==> src/rtl/alu_cr_writeback.sv <==
// Writeback stage behind the logical ALU: 2-entry result FIFO feeding the GPR write port,
// with record-form condition fields merged into the architectural CR on pop.
module alu_cr_writeback #(
  parameter int unsigned DWIDTH = 32,
  parameter int unsigned DEPTH  = 2
) (
  input  logic              i_clk,
  input  logic              i_rst_n,
  input  logic              i_in_valid,
  output logic              o_in_ready,
  input  logic [DWIDTH-1:0] i_in_res,
  input  logic [3:0]        i_in_cr,
  input  logic              i_in_rc,
  input  logic [2:0]        i_in_crf,
  input  logic              i_in_gpr_we,
  input  logic [4:0]        i_in_gpr_dest,
  input  logic              i_xer_so,
  output logic              o_wb_valid,
  input  logic              i_wb_ready,
  output logic              o_wb_we,
  output logic [4:0]        o_wb_dest,
  output logic [DWIDTH-1:0] o_wb_data,
  input  logic              i_mtcrf_valid,
  input  logic [7:0]        i_mtcrf_mask,
  input  logic [31:0]       i_mtcrf_data,
  output logic [31:0]       o_cr
);

  if (DEPTH != 2) begin : g_depth_check
    $error("alu_cr_writeback supports DEPTH == 2 only");
  end

  logic [DWIDTH-1:0] r_res  [2];
  logic [2:0]        r_crv  [2];
  logic              r_so   [2];
  logic              r_rc   [2];
  logic [2:0]        r_crf  [2];
  logic              r_we   [2];
  logic [4:0]        r_dest [2];

  logic        r_wr_ptr;
  logic        r_rd_ptr;
  logic [1:0]  r_count;
  logic [31:0] r_cr;

  logic        w_push;
  logic        w_pop;
  logic [1:0]  w_count_d;
  logic [31:0] w_cr_d;
  logic [31:0] w_mtcrf_bits;

  assign o_in_ready = (r_count != 2'd2);
  assign o_wb_valid = (r_count != 2'd0);
  assign w_push     = i_in_valid && o_in_ready;
  assign w_pop      = o_wb_valid && i_wb_ready;

  assign o_wb_we   = o_wb_valid && r_we[r_rd_ptr];
  assign o_wb_dest = r_dest[r_rd_ptr];
  assign o_wb_data = r_res[r_rd_ptr];
  assign o_cr      = r_cr;

  always_comb begin
    w_count_d = r_count;
    unique case ({w_push, w_pop})
      2'b10:   w_count_d = r_count + 2'd1;
      2'b01:   w_count_d = r_count - 2'd1;
      default: w_count_d = r_count;
    endcase
  end

  // Mask bit 7 selects CR[31:28], so mask bit f maps straight onto nibble f.
  always_comb begin
    w_mtcrf_bits = '0;
    if (i_mtcrf_valid) begin
      for (int f = 0; f < 8; f++) begin
        w_mtcrf_bits[4*f +: 4] = {4{i_mtcrf_mask[f]}};
      end
    end
  end

  // Pop merge is applied last so it overrides mtcrf on the same field.
  always_comb begin
    w_cr_d = (r_cr & ~w_mtcrf_bits) | (i_mtcrf_data & w_mtcrf_bits);
    if (w_pop && r_rc[r_rd_ptr]) begin
      w_cr_d[{~r_crf[r_rd_ptr], 2'b00} +: 4] = {r_crv[r_rd_ptr], r_so[r_rd_ptr]};
    end
  end

  always_ff @(posedge i_clk or negedge i_rst_n) begin
    if (!i_rst_n) begin
      r_wr_ptr <= 1'b0;
      r_rd_ptr <= 1'b0;
      r_count  <= 2'd0;
      r_cr     <= 32'h0;
    end else begin
      if (w_push) r_wr_ptr <= ~r_wr_ptr;
      if (w_pop)  r_rd_ptr <= ~r_rd_ptr;
      r_count <= w_count_d;
      r_cr    <= w_cr_d;
    end
  end

  // Payload needs no reset: it is only observed while the entry is counted as valid.
  always_ff @(posedge i_clk) begin
    if (w_push) begin
      r_res[r_wr_ptr]  <= i_in_res;
      r_crv[r_wr_ptr]  <= i_in_cr[3:1];
      r_so[r_wr_ptr]   <= i_xer_so;
      r_rc[r_wr_ptr]   <= i_in_rc;
      r_crf[r_wr_ptr]  <= i_in_crf;
      r_we[r_wr_ptr]   <= i_in_gpr_we;
      r_dest[r_wr_ptr] <= i_in_gpr_dest;
    end
  end

endmodule

==> config.mk <==
export PLATFORM = sky130hd
export DESIGN_NAME = alu_cr_writeback
export DESIGN_NICKNAME = d
export VERILOG_FILES = /design/src/rtl/alu_cr_writeback.sv
export SDC_FILE = /design/constraint.sdc
export NUM_CORES = 1
export LEC_CHECK = 0
export ABC_AREA = 1
export CORE_ASPECT_RATIO = 0.8
export CORE_MARGIN = 4
export CORE_UTILIZATION = 25
export DETAILED_ROUTE_END_ITERATION = 7
export SLEW_MARGIN = 30
export SYNTH_ARGS = -nofsm -noshare
export SYNTH_HDL_FRONTEND = slang
export SYNTH_SLANG_ARGS = --single-unit
==> constraint.sdc <==
create_clock -name i_clk -period 2.9 [get_ports i_clk]
set_clock_uncertainty 0.15 [all_clocks]
set_input_delay 0.725 -clock i_clk [delete_from_list [all_inputs] [get_ports i_clk]]
set_output_delay 0.725 -clock i_clk [all_outputs]
set_load 0.02 [all_outputs]
==> results of run 1 <==
synthesized netlist by cell type (2+ instances only):
cell type  instances  area share, %
dfrtp_1           36             16
nand3_1           18            1.6
nor2_4             3           0.62
buf_2              7           0.64
a21oi_1            3           0.27
ha_1               4           0.91
inv_1             12           0.82
nor2_1             9           0.62
edfxtp_1          92             50
nand2_2            5           0.57
clkbuf_1           4           0.27
inv_2              2           0.14
nand3_2            7            1.3
mux2_2            22            4.5
nand2_4            2           0.41
o21ai_0            9           0.82
xnor2_1            2           0.32
buf_6              2           0.41
o21ai_1            3           0.27
nand4_1           19            2.2
nand2_1          218             15
area by class of cell:
type | instances | area share [%]
Multi-Input combinational cell | 329 | 20.6
Timing Repair Buffer | 172 | 21.7
Tap cell | 275 | 4.20
Clock buffer | 17 | 5.20
Clock inverter | 15 | 2.64
Inverter | 16 | 0.826
Sequential cell | 128 | 44.8
worst max-delay path, cell delays in order, from the launching register on:
cell             delay, ps
dfrtp_2                440
inv_4                  160
buf_12                 170
nand2_1                 60
nand2_1                 60
clkdlybuf4s50_1        630
worst min path at each step:
stage | endpoint | depth (start not counted)
after detailed placement | r_count[1]$_DFFE_PN0P_ | 1
final | o_cr[5]$_DFF_PN0_ | 1
after CTS | o_cr[4]$_DFF_PN0_ | 1
after floorplan | o_cr[0]$_DFF_PN0_ | 0
after global placement | r_count[1]$_DFFE_PN0P_ | 1
after global routing | o_cr[5]$_DFF_PN0_ | 1
flip-flops by register name, indices dropped and copies added (netlist names):
name	flops
r_so	2
r_res	64
r_we	2
r_rc	2
r_dest	10
r_count	2
r_crf	6
o_cr	32
r_wr_ptr	1
r_rd_ptr	1
r_crv	6
cells in the final DEF (no fill, tap or decap), drive strengths merged, types with 3 or more instances in the layout:
cell             n
a21oi            3
buf             11
bufinv           5
clkbuf          17
clkdlybuf4s50  138
clkinv           8
clkinvlp         3
dfrtp           36
dlygate4sd2      7
dlymetal6s2s    16
edfxtp          92
ha               4
inv             15
mux2            22
nand2          225
nand3           26
nand4           19
nor2            14
o21ai           12
cell families after synthesis:
group	synth area share [%]
compound gates	1.37
fa+ha+maj	0.913
buf+inv	2.65
mux	4.70
simple gates	23.0
xor+xnor	0.480
flops	66.8
layer usage:
layer | global-route usage, % | vias to the layer above | part of all wire [%]
met2 | 17.9 | 98 | 46
met1 | 15.5 | 1852 | 47
met3 | 4.10 | 18 | 5.5
met5 | 0 | - | 0.093
li1 | - | 2005 | -
met4 | 4.37 | 2 | 1.6
where the power goes:
group          switching [mW]  internal, mW  total [mW]  leakage, nW
registers               0.181          2.52        2.70         1.28
logic                    2.20          1.45        3.65         1.90
clock network           0.790          1.52        2.31        0.304
what timing repair did:
| item | 4_1_cts | 5_1_grt |
|---|---|---|
| pin swaps | 0 | 0 |
| gates resized for setup | 8 | 17 |
| setup endpoints to repair | 37 | 17 |
stage by stage:
step	power (mW)	setup WS, ps	std cells	hold slack (ps)
3_3_place_gp	6.49	350	920	332
3_5_place_dp	6.52	344	920	342
2_1_floorplan	4.80	280	487	279
4_1_cts	8.84	1.92	952	279
5_1_grt	9.23	-1.32	952	136
6_report	8.67	92.6	952	122
==> flow_metrics.py, run 1 <==
metrics = {
    "cells_and_area": {
        "fill_cells": 2069,
        "postLayoutCellArea_um2": 8180,
        "fin_util_pct": 38.0,
        "fin_nets": 760,
        "multi_input_area_um2": 1690,
        "drive_above_1_share_pct": 13.1,
        "area_delta_synth_final_pct": 49.3,
        "antenna_cells": 0,
        "regArea_um2": 3660,
    },
    "clock_network": {
        "root_buffer": "clkbuf_16",
        "post_cts_buffers": 0,
        "cts_buffer_depth": 2,
        "clk_latency_ps": 410,
        "cts_tree": "built",
        "path_clk_slew_ps": 60,
        "cts_inserted_buffers": 17,
        "htreeDepth": 4,
        "holdBufCountCts": 0,
        "clock_sink_count": 128,
    },
    "power": {
        "power.leakage_nw": 3.49,
        "power_density_nw_per_um2": 1060,
        "peakVddDrop_mv": 0.346,
    },
    "sta": {
        "fin_crit_ps": 2810,
        "fin_tns_setup_ps": 0,
        "finalMaxSlewViolations": 0,
        "rsz0062_at_grt": "yes",
        "hold_violations": 0,
        "setup_viol": 0,
        "worstMarginPinSlew_ps": 477,
        "fin_crit_sh_pct": 96.8,
        "slew_headroom_pct": 68.2,
        "max_freq_ghz": 0.356,
    },
    "floorplanning": {
        "die_h_um": 140,
        "initial_core_util_pct": 25.4,
        "dieArea_um2": 24400,
        "dieWidth_um": 174,
        "core_um2": 21600,
        "rows": 48,
        "ioPinCount": 164,
    },
    "synthesis": {
        "syn_nets": 583,
        "synth_edf_count": 92,
        "yosysSeqAreaShare_pct": 66.8,
        "yosys_warnings": 0,
        "async_reset_ff_share_pct": 28.1,
        "ys_types": 29,
        "synthFlopType": "edfxtp_1",
        "avgSynthCellArea_um2": 11.3,
        "syn-instance-count": 487,
        "synth-seq-cells": 128,
        "netlist_area_um2": 5480,
    },
    "routing": {
        "routedWlPerCell_um": 14.6,
        "vias": 3975,
        "viasPerCell": 4.18,
        "drt_wl_total_mm": 13.9,
        "ant_nets": 0,
        "drc": 0,
        "drtIter0Drc": 235,
        "first_pass_iters": 4,
    },
    "place": {
        "dpl.hpwl_mm": 9.88,
        "post_dp_cell_area_um2": 7500,
        "io_buffers": 162,
        "gp_congestion": 0.745,
    },
    "setup_path": {
        "cp.required_ps": 2030,
        "critPathKind": "reg2out",
        "rr_endpoint": "o_cr[29]$_DFF_PN0_",
        "crit_end": "o_wb_dest[0]",
        "worst_setup_path_end_kind": "output port",
        "r2r_start": "r_rd_ptr$_DFFE_PN0P_",
        "path_max_fanout": 17,
        "regToRegSetupSlack_ps": 380,
        "cp-startpoint": "r_rd_ptr$_DFFE_PN0P_",
        "r2r_cells": 9,
        "cp_data_arrival_time_ps": 1930,
        "cp-start-kind": "register",
    },
    "global_route": {
        "grt_pass1_wl_mm": 22.1,
        "grt_remaining_overflow": 0,
        "antenna_found_initial": 1,
        "grt.total_usage_pct": 11.8,
        "grt_max_degree": 49,
        "grt_pass1_vias": 3964,
    },
    "outcome": {
        "status": "complete, no violations",
    },
    "hold_path": {
        "hp-class": "in2async",
    },
    "run": {
        "maxCapViolCount": 0,
    },
}
No activity file was read; power rests on OpenSTA's default activity.
==> run 2: changes to the inputs <==
CORE_MARGIN = 1.5   (was 4)
==> flow_metrics.py, run 2 (synthesis gave the netlist of run 1 again) <==
metrics = {
    "clock_network": {
        "post_cts_buffers": 0,
        "clk_latency_ps": 400,
        "root_buffer": "clkbuf_16",
        "cts_inserted_buffers": 17,
        "cts_buffer_depth": 2,
        "clock_sink_count": 128,
        "cts_tree": "built",
        "path_clk_slew_ps": 60,
        "htreeDepth": 4,
    },
    "place": {
        "dpl.hpwl_mm": 9.53,
        "pre_cts_ws_ps": 394,
        "gp_congestion": 0.710,
        "io_buffers": 162,
    },
    "cells_and_area": {
        "fill_cells": 2089,
        "multi_input_area_um2": 1690,
        "regArea_um2": 3660,
        "largest_register_ffs": 64,
        "regMostFlops": "r_res",
        "drive_above_1_share_pct": 12.9,
        "area_delta_synth_final_pct": 48.0,
        "layout_common_cells": "218 x nand2_1, 159 x clkdlybuf4s50_1, 92 x edfxtp_1, 35 x dfrtp_1, 22 x mux2_2",
        "fin_nets": 759,
        "final_common_cell": "nand2_1",
    },
    "global_route": {
        "antenna_found_initial": 1,
        "grt_pass1_wl_mm": 21.4,
        "grt_max_degree": 37,
        "grt_pass1_vias": 3931,
        "grt_remaining_overflow": 0,
        "grt.total_usage_pct": 12.4,
    },
    "sta": {
        "hold_violations": 0,
        "slew_headroom_pct": 42.8,
        "finalMaxSlewViolations": 0,
        "worstMarginPinSlew_ps": 852,
        "rsz0062_at_grt": "no",
        "worst_slack_ps": 86.8,
        "setup_viol": 0,
        "fin_crit_sh_pct": 97.0,
        "fin_tns_setup_ps": 0,
        "max_freq_ghz": 0.355,
        "fin_crit_ps": 2810,
    },
    "setup_path": {
        "cp-start-kind": "register",
        "crit_chain": "inv_2 -> buf_4 -> nand2_1 -> nand2_1 -> clkdlybuf4s50_1",
        "cp.required_ps": 2030,
        "critPathKind": "reg2out",
        "cp_data_arrival_time_ps": 1940,
        "path_depth": 5,
        "critPathMaxStageDelay_ps": 610,
        "cp-startpoint": "r_rd_ptr$_DFFE_PN0P_",
        "r2r_start": "r_rd_ptr$_DFFE_PN0P_",
        "cp_slowest_cell": "clkdlybuf4s50_1",
        "path_buf_inv": 3,
        "worst_setup_path_end_kind": "output port",
        "cp_top_family": "buffers and inverters",
        "rr_endpoint": "o_cr[26]$_DFF_PN0_",
        "cp_common_cell": "nand2_1",
        "path_max_fanout": 12,
        "regToRegSetupSlack_ps": 380,
        "r2r_cells": 11,
        "crit_end": "o_wb_data[3]",
    },
    "hold_path": {
        "hp-class": "in2async",
    },
    "power": {
        "comb_power_share_pct": 42.1,
        "power_switching_mw": 3.16,
        "clockPowerShare_pct": 26.7,
        "pwr-share-seq_pct": 31.2,
        "power_density_nw_per_um2": 1070,
        "power.leakage_nw": 3.31,
        "switching_share_pct": 36.4,
        "p_int_mw": 5.51,
        "peakVddDrop_mv": 0.355,
    },
    "routing": {
        "viasPerCell": 4.15,
        "routedWlPerCell_um": 14.2,
        "drtIter0Drc": 149,
        "routed-wl-met3_um": 895,
        "wl_met2_mm": 6.30,
        "ant_nets": 0,
        "first_pass_iters": 4,
        "vias": 3952,
        "drc": 0,
        "top_layer": "met4",
        "wl_met1_mm": 6.21,
        "drt_wl_total_mm": 13.5,
    },
    "floorplanning": {
        "ioPinCount": 164,
        "initial_core_util_pct": 25.4,
        "core_um2": 21600,
        "dieWidth_um": 169,
        "rows": 48,
        "dieArea_um2": 22800,
        "die_h_um": 135,
    },
    "run": {
        "maxCapViolCount": 0,
    },
    "outcome": {
        "status": "complete, no violations",
    },
}
-- run 2: cell count changes in the layout (fill, tap and decap cells not counted) --
cell | before | now
clkbuf_1 | 0 | 1
inv_4 | 1 | 0
inv_6 | 1 | 2
dlygate4sd2_1 | 7 | 0
clkdlybuf4s50_1 | 138 | 159
clkinvlp_4 | 3 | 2
diode_2 | 0 | 1
clkinv_2 | 2 | 1
dlymetal6s2s_1 | 16 | 2
inv_2 | 1 | 2
buf_12 | 4 | 1
buf_4 | 6 | 8
-- run 2: final cells by class --
cell class | instances | share of cell area [%]
well taps | 275 | 4.24
repair buffers | 171 | 21.1
clock inverters | 14 | 2.62
clock buffers | 18 | 5.29
diodes | 1 | 0.0308
flip-flops and latches | 128 | 45.2
multi-input cells | 329 | 20.8
inverters | 16 | 0.802
-- run 2: metrics by stage --
step                cells  area (µm²)  power, mW  utilization [%]  hold WS [ps]
global route          951        8110       9.20             37.6           153
floorplan             487        5490       4.80                -           279
global placement      919        7460       6.41             34.6           331
finish                952        8110       8.66             37.6           130
CTS                   951        8100       8.81             37.6           293
detailed placement    919        7460       6.45             34.6           342
-- run 2: layer usage --
| metal | track usage [%] | vias up |
|---|---|---|
| met2 | 19.5 | 93 |
| met5 | 0 | - |
| met4 | 3.57 | 0 |
| met3 | 4.56 | 4 |
| met1 | 16.0 | 1842 |
| li1 | - | 2013 |
-- run 2: worst min path at each step --
| stage | cells after the start | start | end |
|---|---|---|---|
| after floorplan | 0 | i_rst_n | o_cr[0]$_DFF_PN0_ |
| after global placement | 1 | r_count[1]$_DFFE_PN0P_ | r_count[1]$_DFFE_PN0P_ |
| after detailed placement | 1 | r_count[1]$_DFFE_PN0P_ | r_count[1]$_DFFE_PN0P_ |
| after CTS | 1 | i_rst_n | o_cr[28]$_DFF_PN0_ |
| after global routing | 1 | i_rst_n | o_cr[7]$_DFF_PN0_ |
| final | 1 | i_rst_n | o_cr[7]$_DFF_PN0_ |
-- run 2: power by group through the flow --
| stage | clock (mW) | combinational [mW] | sequential (mW) |
|---|---|---|---|
| finish | 2.31 | 3.65 | 2.70 |
| global route | 2.45 | 3.99 | 2.76 |
| CTS | 2.37 | 3.73 | 2.71 |
| detailed placement | 0 | 3.71 | 2.74 |
| global placement | 0 | 3.68 | 2.73 |
| floorplan | 0 | 1.85 | 2.95 |
-- run 2: what timing repair did --
action | in CTS | in global routing
endpoints found under the hold margin | 0 | 0
endpoints found under the setup margin | 1 | 2
hold buffers | 0 | 0
resized for setup | 1 | 2
